### src/rtl/imem_loader_pkg.sv
// imem_loader_pkg: shared definitions for the boot-time instruction loader.
//   state_e : loader FSM states
//   HDR_W   : width of the word-count header
//   LANES   : bytes per instruction word
package imem_loader_pkg;

  typedef enum logic [2:0] {
    ST_HDR_LO,
    ST_HDR_HI,
    ST_PAYLOAD,
    ST_CHECK,
    ST_DONE,
    ST_ERR
  } state_e;

  localparam int HDR_W = 16;
  localparam int LANES = 4;

endpackage

### src/rtl/imem_loader_pack.sv
// imem_loader_pack: assembles little-endian words from a byte stream.
// Ports:
//   clk, rst    : clock, asynchronous active-high reset
//   clr         : synchronous clear of the partial word and lane index
//   byte_valid  : byte_in is consumed this cycle
//   byte_in     : incoming byte
//   word_ready  : combinational pulse, byte_in completes a word this cycle
//   word        : completed word, valid while word_ready is high
module imem_loader_pack
  import imem_loader_pkg::*;
(
  input  logic                 clk,
  input  logic                 rst,
  input  logic                 clr,
  input  logic                 byte_valid,
  input  logic [7:0]           byte_in,
  output logic                 word_ready,
  output logic [8*LANES-1:0]   word
);

  logic [1:0]               idx_q, idx_d;
  logic [8*(LANES-1)-1:0]   lanes_q, lanes_d;

  always_comb begin
    idx_d   = idx_q;
    lanes_d = lanes_q;
    if (clr) begin
      idx_d   = '0;
      lanes_d = '0;
    end else if (byte_valid) begin
      idx_d   = idx_q + 2'd1;
      // Shift right so the first byte ends up in the least significant lane.
      lanes_d = {byte_in, lanes_q[8*(LANES-1)-1:8]};
    end
  end

  assign word_ready = byte_valid && !clr && (idx_q == 2'(LANES-1));
  assign word       = {byte_in, lanes_q};

  always_ff @(posedge clk or posedge rst) begin
    if (rst) begin
      idx_q   <= '0;
      lanes_q <= '0;
    end else begin
      idx_q   <= idx_d;
      lanes_q <= lanes_d;
    end
  end

endmodule

### src/rtl/imem_loader.sv
// imem_loader: boot-time program loader. Parses a byte stream
// (16-bit word count, little-endian payload words, optional checksum byte),
// writes the words into instruction memory port 2, then raises RUN.
// Build option: define IMEM_LOADER_CHECKSUM_EN to require the trailing
// modulo-256 checksum byte (CHECK state and running sum).
// Ports:
//   CLK, RESET          : clock, asynchronous active-high reset
//   START               : synchronous re-arm / abort pulse
//   RX_VALID, RX_DATA   : received byte stream, no backpressure
//   DATA_A/WE/WD        : memory write port (registered)
//   RUN, BUSY, ERROR    : status (registered)
//   WORDS               : words written since reset/START
module imem_loader
  import imem_loader_pkg::*;
#(
  parameter logic [29:0] BASE_ADDR = 30'd0,
  parameter int          MAX_WORDS = 1024
) (
  input  logic             CLK,
  input  logic             RESET,
  input  logic             START,
  input  logic             RX_VALID,
  input  logic [7:0]       RX_DATA,
  output logic [29:0]      DATA_A,
  output logic             DATA_WE,
  output logic [31:0]      DATA_WD,
  output logic             RUN,
  output logic             BUSY,
  output logic             ERROR,
  output logic [HDR_W-1:0] WORDS
);

  localparam logic [HDR_W:0] MAX_W = (HDR_W+1)'(MAX_WORDS);

`ifdef IMEM_LOADER_CHECKSUM_EN
  localparam state_e ST_AFTER = ST_CHECK;
`else
  localparam state_e ST_AFTER = ST_DONE;
`endif

  state_e             state_q, state_d;
  logic [7:0]         nlo_q, nlo_d;
  logic [HDR_W-1:0]   cnt_q, cnt_d;
  logic [HDR_W-1:0]   widx_q, widx_d;
  logic [29:0]        addr_q, addr_d;
  logic               we_q, we_d;
  logic [31:0]        wd_q, wd_d;
  logic               run_q, run_d;
  logic               busy_q, busy_d;
  logic               error_q, error_d;
`ifdef IMEM_LOADER_CHECKSUM_EN
  logic [7:0]         sum_q, sum_d;
`endif

  logic               acc;
  logic               pay_valid;
  logic               word_ready;
  logic [31:0]        word;
  logic [HDR_W-1:0]   hdr_n;

  assign acc       = RX_VALID && !START;
  // Once all N words are assembled, further bytes must not reach the packer.
  assign pay_valid = acc && (state_q == ST_PAYLOAD) && (widx_q != cnt_q);
  assign hdr_n     = {RX_DATA, nlo_q};

  imem_loader_pack u_pack (
    .clk        (CLK),
    .rst        (RESET),
    .clr        (START),
    .byte_valid (pay_valid),
    .byte_in    (RX_DATA),
    .word_ready (word_ready),
    .word       (word)
  );

  // State register
  always_ff @(posedge CLK or posedge RESET) begin
    if (RESET) state_q <= ST_HDR_LO;
    else       state_q <= state_d;
  end

  // Next state
  always_comb begin
    state_d = state_q;
    if (START) begin
      state_d = ST_HDR_LO;
    end else begin
      case (state_q)
        ST_HDR_LO:  if (acc) state_d = ST_HDR_HI;
        ST_HDR_HI: begin
          if (acc) begin
            if ({1'b0, hdr_n} > MAX_W) state_d = ST_ERR;
            else if (hdr_n == '0)      state_d = ST_AFTER;
            else                       state_d = ST_PAYLOAD;
          end
        end
        ST_PAYLOAD: begin
`ifdef IMEM_LOADER_CHECKSUM_EN
          if (word_ready && (widx_q + 16'd1 == cnt_q)) state_d = ST_CHECK;
`else
          // Leave one edge after the final strobe so RUN never overlaps DATA_WE.
          if (widx_q == cnt_q) state_d = ST_DONE;
`endif
        end
        ST_CHECK: begin
`ifdef IMEM_LOADER_CHECKSUM_EN
          if (acc) state_d = (RX_DATA == sum_q) ? ST_DONE : ST_ERR;
`endif
        end
        default: state_d = state_q;
      endcase
    end
  end

  // Outputs, registered from the next state
  always_comb begin
    run_d   = (state_d == ST_DONE);
    error_d = (state_d == ST_ERR);
    busy_d  = (state_d == ST_HDR_LO) || (state_d == ST_HDR_HI) ||
              (state_d == ST_PAYLOAD) || (state_d == ST_CHECK);
  end

  // Datapath
  always_comb begin
    nlo_d  = nlo_q;
    cnt_d  = cnt_q;
    widx_d = widx_q;
    addr_d = addr_q;
    wd_d   = wd_q;
    we_d   = word_ready;
`ifdef IMEM_LOADER_CHECKSUM_EN
    sum_d  = sum_q;
`endif
    if (START) begin
      widx_d = '0;
`ifdef IMEM_LOADER_CHECKSUM_EN
      sum_d  = '0;
`endif
    end else begin
      if (acc && state_q == ST_HDR_LO) nlo_d = RX_DATA;
      if (acc && state_q == ST_HDR_HI) cnt_d = hdr_n;
`ifdef IMEM_LOADER_CHECKSUM_EN
      if (pay_valid) sum_d = sum_q + RX_DATA;
`endif
      if (word_ready) begin
        widx_d = widx_q + 16'd1;
        addr_d = BASE_ADDR + 30'(widx_q);
        wd_d   = word;
      end
    end
  end

  always_ff @(posedge CLK or posedge RESET) begin
    if (RESET) begin
      nlo_q   <= '0;
      cnt_q   <= '0;
      widx_q  <= '0;
      addr_q  <= '0;
      we_q    <= 1'b0;
      wd_q    <= '0;
      run_q   <= 1'b0;
      busy_q  <= 1'b1;
      error_q <= 1'b0;
`ifdef IMEM_LOADER_CHECKSUM_EN
      sum_q   <= '0;
`endif
    end else begin
      nlo_q   <= nlo_d;
      cnt_q   <= cnt_d;
      widx_q  <= widx_d;
      addr_q  <= addr_d;
      we_q    <= we_d;
      wd_q    <= wd_d;
      run_q   <= run_d;
      busy_q  <= busy_d;
      error_q <= error_d;
`ifdef IMEM_LOADER_CHECKSUM_EN
      sum_q   <= sum_d;
`endif
    end
  end

  assign DATA_A  = addr_q;
  assign DATA_WE = we_q;
  assign DATA_WD = wd_q;
  assign RUN     = run_q;
  assign BUSY    = busy_q;
  assign ERROR   = error_q;
  assign WORDS   = widx_q;

endmodule

### config.mk
export PLATFORM = sky130hd
export DESIGN_NAME = imem_loader
export DESIGN_NICKNAME = d
export VERILOG_FILES = /design/src/rtl/imem_loader_pkg.sv /design/src/rtl/imem_loader_pack.sv /design/src/rtl/imem_loader.sv
export SDC_FILE = /design/constraint.sdc
export NUM_CORES = 1
export LEC_CHECK = 0
export CAP_MARGIN = 20
export CORE_MARGIN = 4
export CORE_UTILIZATION = 30
export CTS_CLUSTER_DIAMETER = 150
export DETAILED_ROUTE_END_ITERATION = 16
export PLACE_DENSITY = 0.49
export SETUP_SLACK_MARGIN = 0.05
export SLEW_MARGIN = 40
export SYNTH_ARGS = -nofsm -noshare
export SYNTH_HDL_FRONTEND = slang
export SYNTH_SLANG_ARGS = --single-unit
### constraint.sdc
create_clock -name CLK -period 4.9 [get_ports CLK]
set_input_delay 0.98 -clock CLK [delete_from_list [all_inputs] [get_ports CLK]]
set_output_delay 0.98 -clock CLK [all_outputs]
set_load 0.02 [all_outputs]
==> results of run 1 <==
-- per-layer routing --
metal	track usage [%]	part of all wire (%)	wire length (um)
met5	0	0	0
met4	4.13	1.7	234
met3	4.02	3.7	502
met2	20.3	46	6300
met1	18.1	48	6540
-- worst max-delay path, delay by kind of cell --
family / cells / cell delay, ns
buffers and inverters: 3 / 1.62
multiplexers: 1 / 0.40
AND/OR/NAND/NOR: 2 / 0.33
-- sequential cells by signal, indices dropped and copies added (netlist names), 2 cells and up --
signal and flops:
DATA_WD 32, u_pack.lanes_q 24, DATA_A 16, WORDS 16, cnt_q 16, nlo_q 8, state_q 3, u_pack.idx_q 2
-- worst paths after layout --
| kind | cells past startpoint | end |
|---|---|---|
| worst max-delay path | 6 | WORDS[1]$_DFFE_PP0P_ |
| worst min-delay path | 1 | DATA_WD[2]$_DFFE_PP0P_ |
| worst max register to register | 7 | u_pack.lanes_q[23]$_DFFE_PP0P_ |
| worst min register to register | 1 | DATA_WD[2]$_DFFE_PP0P_ |
| max in group asynchronous | 3 | BUSY$_DFF_PP1_ |
| min in group asynchronous | 2 | u_pack.lanes_q[23]$_DFFE_PP0P_ |
-- placed cells by master (no fill, tap or decap), types with 8 or more instances in the layout --
cell	synthesis	layout
sky130_fd_sc_hd__o21ai_0	33	33
sky130_fd_sc_hd__nand3_1	9	9
sky130_fd_sc_hd__nor2b_1	13	13
sky130_fd_sc_hd__nand2_1	18	17
sky130_fd_sc_hd__mux2_2	28	28
sky130_fd_sc_hd__clkdlybuf4s50_1	0	79
sky130_fd_sc_hd__mux2_4	47	47
sky130_fd_sc_hd__dfrtp_1	120	120
sky130_fd_sc_hd__clkbuf_16	0	17
sky130_fd_sc_hd__conb_1	1	14
sky130_fd_sc_hd__o311ai_0	26	26
sky130_fd_sc_hd__xnor2_1	16	16
sky130_fd_sc_hd__nor4_1	13	13
sky130_fd_sc_hd__buf_4	14	8
sky130_fd_sc_hd__inv_1	31	29
sky130_fd_sc_hd__nor2_1	19	19
sky130_fd_sc_hd__nand4_1	9	9
-- metrics by stage --
stage / hold WS, ns / instance area, um2 / utilization [%]
global route: 0.520 / 7180 / 38.4
CTS: 0.508 / 7170 / 38.3
floorplan: 0.466 / 5760 / -
global placement: 0.489 / 6630 / 35.4
finish: 0.500 / 7180 / 38.4
detailed placement: 0.491 / 6630 / 35.5
-- cell type report --
class                           instances  area (um2)  share of cell area [%]
Tap cell                              234         293                    4.08
Inverter                               31         121                    1.69
Sequential cell                       121        3030                    42.2
Clock inverter                          9        75.1                    1.05
Clock buffer                           22         464                    6.47
Multi-Input combinational cell        280        2330                    32.4
Timing Repair Buffer                   88         871                    12.1
-- cell families after synthesis --
logic type,Yosys count
fa+ha+maj,2
other cells,1
buf+inv,77
simple gates,99
mux,78
xor+xnor,17
flops,121
compound gates,70
-- power by group through the flow --
stage | registers (uW) | logic [uW] | clock network, uW
2_1_floorplan | 1120 | 165 | 0
3_3_place_gp | 1140 | 203 | 0
3_5_place_dp | 1140 | 209 | 0
4_1_cts | 1120 | 210 | 1170
5_1_grt | 1130 | 228 | 1220
6_report | 1120 | 205 | 1150
==> impl_metrics.toml, run 1 <==
[global_route]
grt_antenna_before_repair = 0
wire_length_of_the_first_global_routing_pass_mm = 22.6
grt_use_total_pct = 13.3
grt_pass1_vias = 3980
globalRouteOverflowTotal = 0
grt_start_max_net_pins = 75

[sta]
final-max-slew-violation-count = 0
rsz0062_at_grt = "false"
final-hold-violation-count = 0
layout_min_cycle_time_ns = 3.05
finalSetupViolations = 0
final_min_period_over_clock_period_pct = 62.2
finalWorstSetupSlack_ns = 1.85
clock.fmax_mhz = 328
worst_pin_slew_ns = 0.793
fin_setup_tns_ns = 0
worst_clock_skew_ns = 0.00606
max_slew_margin_pct = 47.1

[synth]
synth.area.top_cells = "sky130_fd_sc_hd__dfrtp_1 (53%), sky130_fd_sc_hd__mux2_4 (12%), sky130_fd_sc_hd__mux2_2 (5.5%)"
synth.most_common_cell = "sky130_fd_sc_hd__dfrtp_1"
seq_area_frac_synth_pct = 53.1
synthXorXnorAreaFrac_pct = 2.61
synth-compound-area-share_pct = 8.59
synth.cell_area_um2 = 5710
synth_async_sr_flop_share_pct = 100
synth.top_cell.area_share_pct = 52.6
synthAdderAreaFrac_pct = 0.439
ys_dominant_reg_cell = "sky130_fd_sc_hd__dfrtp_1"
synth_simple_gate_area_share_pct = 9.71
synthesis.yosys.warnings = 0
netlist_instances = 465
multiplexer_area_fraction_after_synthesis_pct = 18.4
library_cell_with_the_largest_summed_area_after_synthesis = "sky130_fd_sc_hd__dfrtp_1"
synth.ff_latch_count = 121
synth_enable_flop_cells = 0
average_size_of_a_mapped_cell_um2 = 12.3
yosys.cell_types.count = 40
ys_top_cells_by_count = "sky130_fd_sc_hd__dfrtp_1 (120), sky130_fd_sc_hd__mux2_4 (47), sky130_fd_sc_hd__o21ai_0 (33), sky130_fd_sc_hd__inv_1 (31), sky130_fd_sc_hd__mux2_2 (28)"
synth_top_family_by_area = "multiplexers"

[layout]
area.growth.synth_to_final_pct = 25.8
number_of_diodes = 0
n_fill_cell = 1786
finalNonFillerCells = 785
final_net_count = 553
drive_gt1_share_pct = 21.8

[worst_hold_path]
hold_path_startpoint = "u_pack.lanes_q[2]$_DFFE_PP0P_"
hold_path_class = "flop to flop"

[placed_design]
detailedPlace.worstSlack_ns = 1.38
hpwl_mm = 9.12
place.gp.congestion = 0.803
io_buffers = 79
place_inst = 753

[clock_tree]
root_buffer = "sky130_fd_sc_hd__clkbuf_16"
cts_tree = "done"
clk_transition_reported_paths_ns = 0.05
cts.path.max_buffers = 2
numCtsBuffers = 17
cts_resized = 0
h-tree-depth = 4
post_cts_buffers = 0
number_of_hold_repair_buffers_added_at_the_cts_stage = 0
worstSkewPairLatency_ns = 0.42
clock_sinks = 121

[route]
avgViaCountPerCell = 4.85
drt_pre_antenna_iters = 4
antenna_left = 0
detail_route.wl_per_cell_um = 17.3
dr.first_iter.drc_count = 293
dr_total_vias = 3808
totalWireLength_mm = 13.6
drcViolationCount = 0

[die]
start_util_pct = 30.5
fp.dieArea_um2 = 21300
std_cell_rows = 50
die_width_um = 146
dieHeight_um = 146
core_area_um2 = 18700
io_pins = 94

[worst_setup_path]
critPathArrivalTime_ns = 3.36
max_stage_delay_on_crit_path_ns = 0.79
cp-startpoint = "START"
cp_cell_sequence = "clkdlybuf4s50_1, inv_1, nand3_1, nor3_4, buf_4, mux2_2"
critPathMaxFanout = 41
worstSetupPathType = "input port to flop"
worst_path_required_ns = 5.21
cell_type_of_the_slowest_stage_on_the_worst_timing_path = "sky130_fd_sc_hd__clkdlybuf4s50_1"
timing.reg2reg.setup_slack_ns = 1.94
regToRegStartpoint = "WORDS[10]$_DFFE_PP0P_"
setup.worst_path.start_class = "input port"
crit_path_end_kind = "flop"

[power]
power.share.clock_pct = 46.4
vdd.ir_drop.worst_mv = 0.258
totalPowerFinal_uw = 2470
cell_internal_pwr_uw = 1880
p_leak_uw = 0.00306
p_switching_uw = 593
power_switching_share_pct = 24.0
sequentialPowerShare_pct = 45.3
power_per_cell_area_nw_per_um2 = 344
comb_power_share_pct = 8.3

[status]
result_of_the_run = "complete, no violations"

[run]
drv.max_cap_violation_count = 0
Note: power is estimated with default switching activity, not from simulation.
==> inputs of run 2 (changes only) <==
--- a/config.mk
+++ b/config.mk
@@ -10,7 +10,7 @@
 export CORE_UTILIZATION = 30
 export CTS_CLUSTER_DIAMETER = 150
 export DETAILED_ROUTE_END_ITERATION = 16
-export PLACE_DENSITY = 0.49
+export PLACE_DENSITY = 0.51
 export SETUP_SLACK_MARGIN = 0.05
 export SLEW_MARGIN = 40
 export SYNTH_ARGS = -nofsm -noshare
==> constraint.sdc (replaced) <==
create_clock -name CLK -period 2.6 [get_ports CLK]
set_input_delay 0.52 -clock CLK [delete_from_list [all_inputs] [get_ports CLK]]
set_output_delay 0.52 -clock CLK [all_outputs]
set_load 0.02 [all_outputs]
==> impl_metrics.toml, run 2 (synthesis gave the netlist of run 1 again) <==
[layout]
drive_gt1_share_pct = 25.0
number_of_diodes = 0
design_area_um2 = 7440
layout_common_cells = "sky130_fd_sc_hd__dfrtp_1 (120), sky130_fd_sc_hd__clkdlybuf4s50_1 (79), sky130_fd_sc_hd__mux2_4 (47), sky130_fd_sc_hd__o21ai_0 (33)"
area.growth.synth_to_final_pct = 30.3
final_net_count = 577
finalNonFillerCells = 810
layout.core_utilization_pct = 39.8
layout_commonest_cell = "sky130_fd_sc_hd__dfrtp_1"
largest_register_ff_count = 32

[sta]
final-max-slew-violation-count = 0
finalSetupViolations = 0
final_min_period_over_clock_period_pct = 88.0
final-hold-violation-count = 0
max_slew_margin_pct = 58.7
rsz0062_at_grt = "false"
layout_min_cycle_time_ns = 2.29
fin_setup_tns_ns = 0
worst_pin_slew_ns = 0.615
clock.fmax_mhz = 437
worst_clock_skew_ns = 0.00855

[global_route]
globalRouteOverflowTotal = 0
grt_antenna_before_repair = 0
wire_length_of_the_first_global_routing_pass_mm = 22.8
grt_start_max_net_pins = 81
grt_use_total_pct = 13.5
grt_pass1_vias = 4036

[clock_tree]
post_cts_buffers = 0
number_of_hold_repair_buffers_added_at_the_cts_stage = 0
root_buffer = "sky130_fd_sc_hd__clkbuf_16"
cts_resized = 0
h-tree-depth = 4
clock_sinks = 121
worstSkewPairLatency_ns = 0.42
cts_tree = "done"
cts.path.max_buffers = 2
clk_transition_reported_paths_ns = 0.06
numCtsBuffers = 17

[worst_setup_path]
crit_path_end_kind = "flop"
cell_type_of_the_slowest_stage_on_the_worst_timing_path = "sky130_fd_sc_hd__nor4_4"
worst_r2r_path_depth = 6
setup.worst_path.start_class = "flop"
critPathArrivalTime_ns = 2.59
max_stage_delay_on_crit_path_ns = 0.61
timing.rr.end = "DATA_WD[21]$_DFFE_PP0P_"
worstSetupPathType = "flop to flop"
critical_path.top_delay_family = "simple AND/OR/NAND/NOR gates"
regToRegStartpoint = "WORDS[1]$_DFFE_PP0P_"
cp_cell_sequence = "xnor2_1, nand4_1, nor4_4, nor3_4, buf_12, mux2_4"
critPathMaxFanout = 33
cp_num_buf_inv = 1
timing.reg2reg.setup_slack_ns = 0.31
worst_path_required_ns = 2.90

[power]
vdd.ir_drop.worst_mv = 0.488
power.share.clock_pct = 48.4
comb_power_share_pct = 8.2
sequentialPowerShare_pct = 43.4
p_leak_uw = 0.00320
power_switching_share_pct = 23.5
power_per_cell_area_nw_per_um2 = 655
cell_internal_pwr_uw = 3730
p_switching_uw = 1150

[die]
dieHeight_um = 146
std_cell_rows = 50
die_width_um = 146
fp.dieArea_um2 = 21300
io_pins = 94
start_util_pct = 30.5
core_area_um2 = 18700

[route]
drcViolationCount = 0
totalWireLength_mm = 13.8
detail_route.wl_per_cell_um = 17.1
antenna_left = 0
avgViaCountPerCell = 4.83
dr_total_vias = 3911
dr.first_iter.drc_count = 337
drt_pre_antenna_iters = 4

[placed_design]
io_buffers = 79
place_inst = 778
detailed_place.area_um2 = 6840
place.gp.congestion = 0.768
hpwl_mm = 9.61

[worst_hold_path]
hold_path_class = "input port to async pin"

[status]
result_of_the_run = "complete, no violations"

[run]
drv.max_cap_violation_count = 0
run 2: changes by cell type in the layout (fill, tap and decap cells not counted), sizes merged:
cell / change
bufinv: +2
buf: +24
inv: -1
clkinvlp: +2
clkbuf: -2
run 2: per-layer routing:
layer	global-route usage, %	up-vias	share of wire, %
met1	19.1	1956	50
met5	0	-	0
met2	19.7	103	44
li1	-	1830	-
met3	3.64	22	4.7
met4	5.41	0	1.9
run 2: how the worst max path moves through the flow:
stage | end | depth (start not counted) | slack (ns) | startpoint
2_1_floorplan | DATA_A[10]$_DFFE_PP0P_ | 7 | 0.45 | WORDS[10]$_DFFE_PP0P_
3_3_place_gp | ERROR$_DFF_PP0_ | 6 | 0.09 | RX_DATA[3]
3_5_place_dp | RUN$_DFF_PP0_ | 6 | 0.02 | RX_DATA[3]
4_1_cts | DATA_WD[21]$_DFFE_PP0P_ | 6 | 0.30 | WORDS[1]$_DFFE_PP0P_
5_1_grt | DATA_WD[21]$_DFFE_PP0P_ | 6 | 0.18 | WORDS[4]$_DFFE_PP0P_
6_report | DATA_WD[21]$_DFFE_PP0P_ | 6 | 0.31 | WORDS[1]$_DFFE_PP0P_
run 2: metrics by stage:
step | hold WS (ns) | total power (uW) | setup slack [ns]
2_1_floorplan | 0.466 | 2430 | 0.454
6_report | 0.404 | 4870 | 0.311
4_1_cts | 0.394 | 4950 | 0.300
5_1_grt | 0.424 | 5100 | 0.184
3_3_place_gp | 0.491 | 2540 | 0.0867
3_5_place_dp | 0.493 | 2550 | 0.0226
run 2: layout make-up:
| type | instances | area (um2) |
|---|---|---|
| clock inverters | 12 | 150 |
| flip-flops and latches | 121 | 3030 |
| fillers | 1744 | 11300 |
| repair buffers | 112 | 1080 |
| multi-input cells | 280 | 2320 |
| inverters | 31 | 120 |
| well taps | 234 | 293 |
| clock buffers | 20 | 447 |
run 2: power groups by stage:
stage	Clock (uW)	Sequential, uW	Combinational [uW]
after floorplan	0	2110	312
after global placement	0	2140	393
after detailed placement	0	2150	404
after CTS	2430	2110	405
after global routing	2520	2130	450
final	2360	2120	398
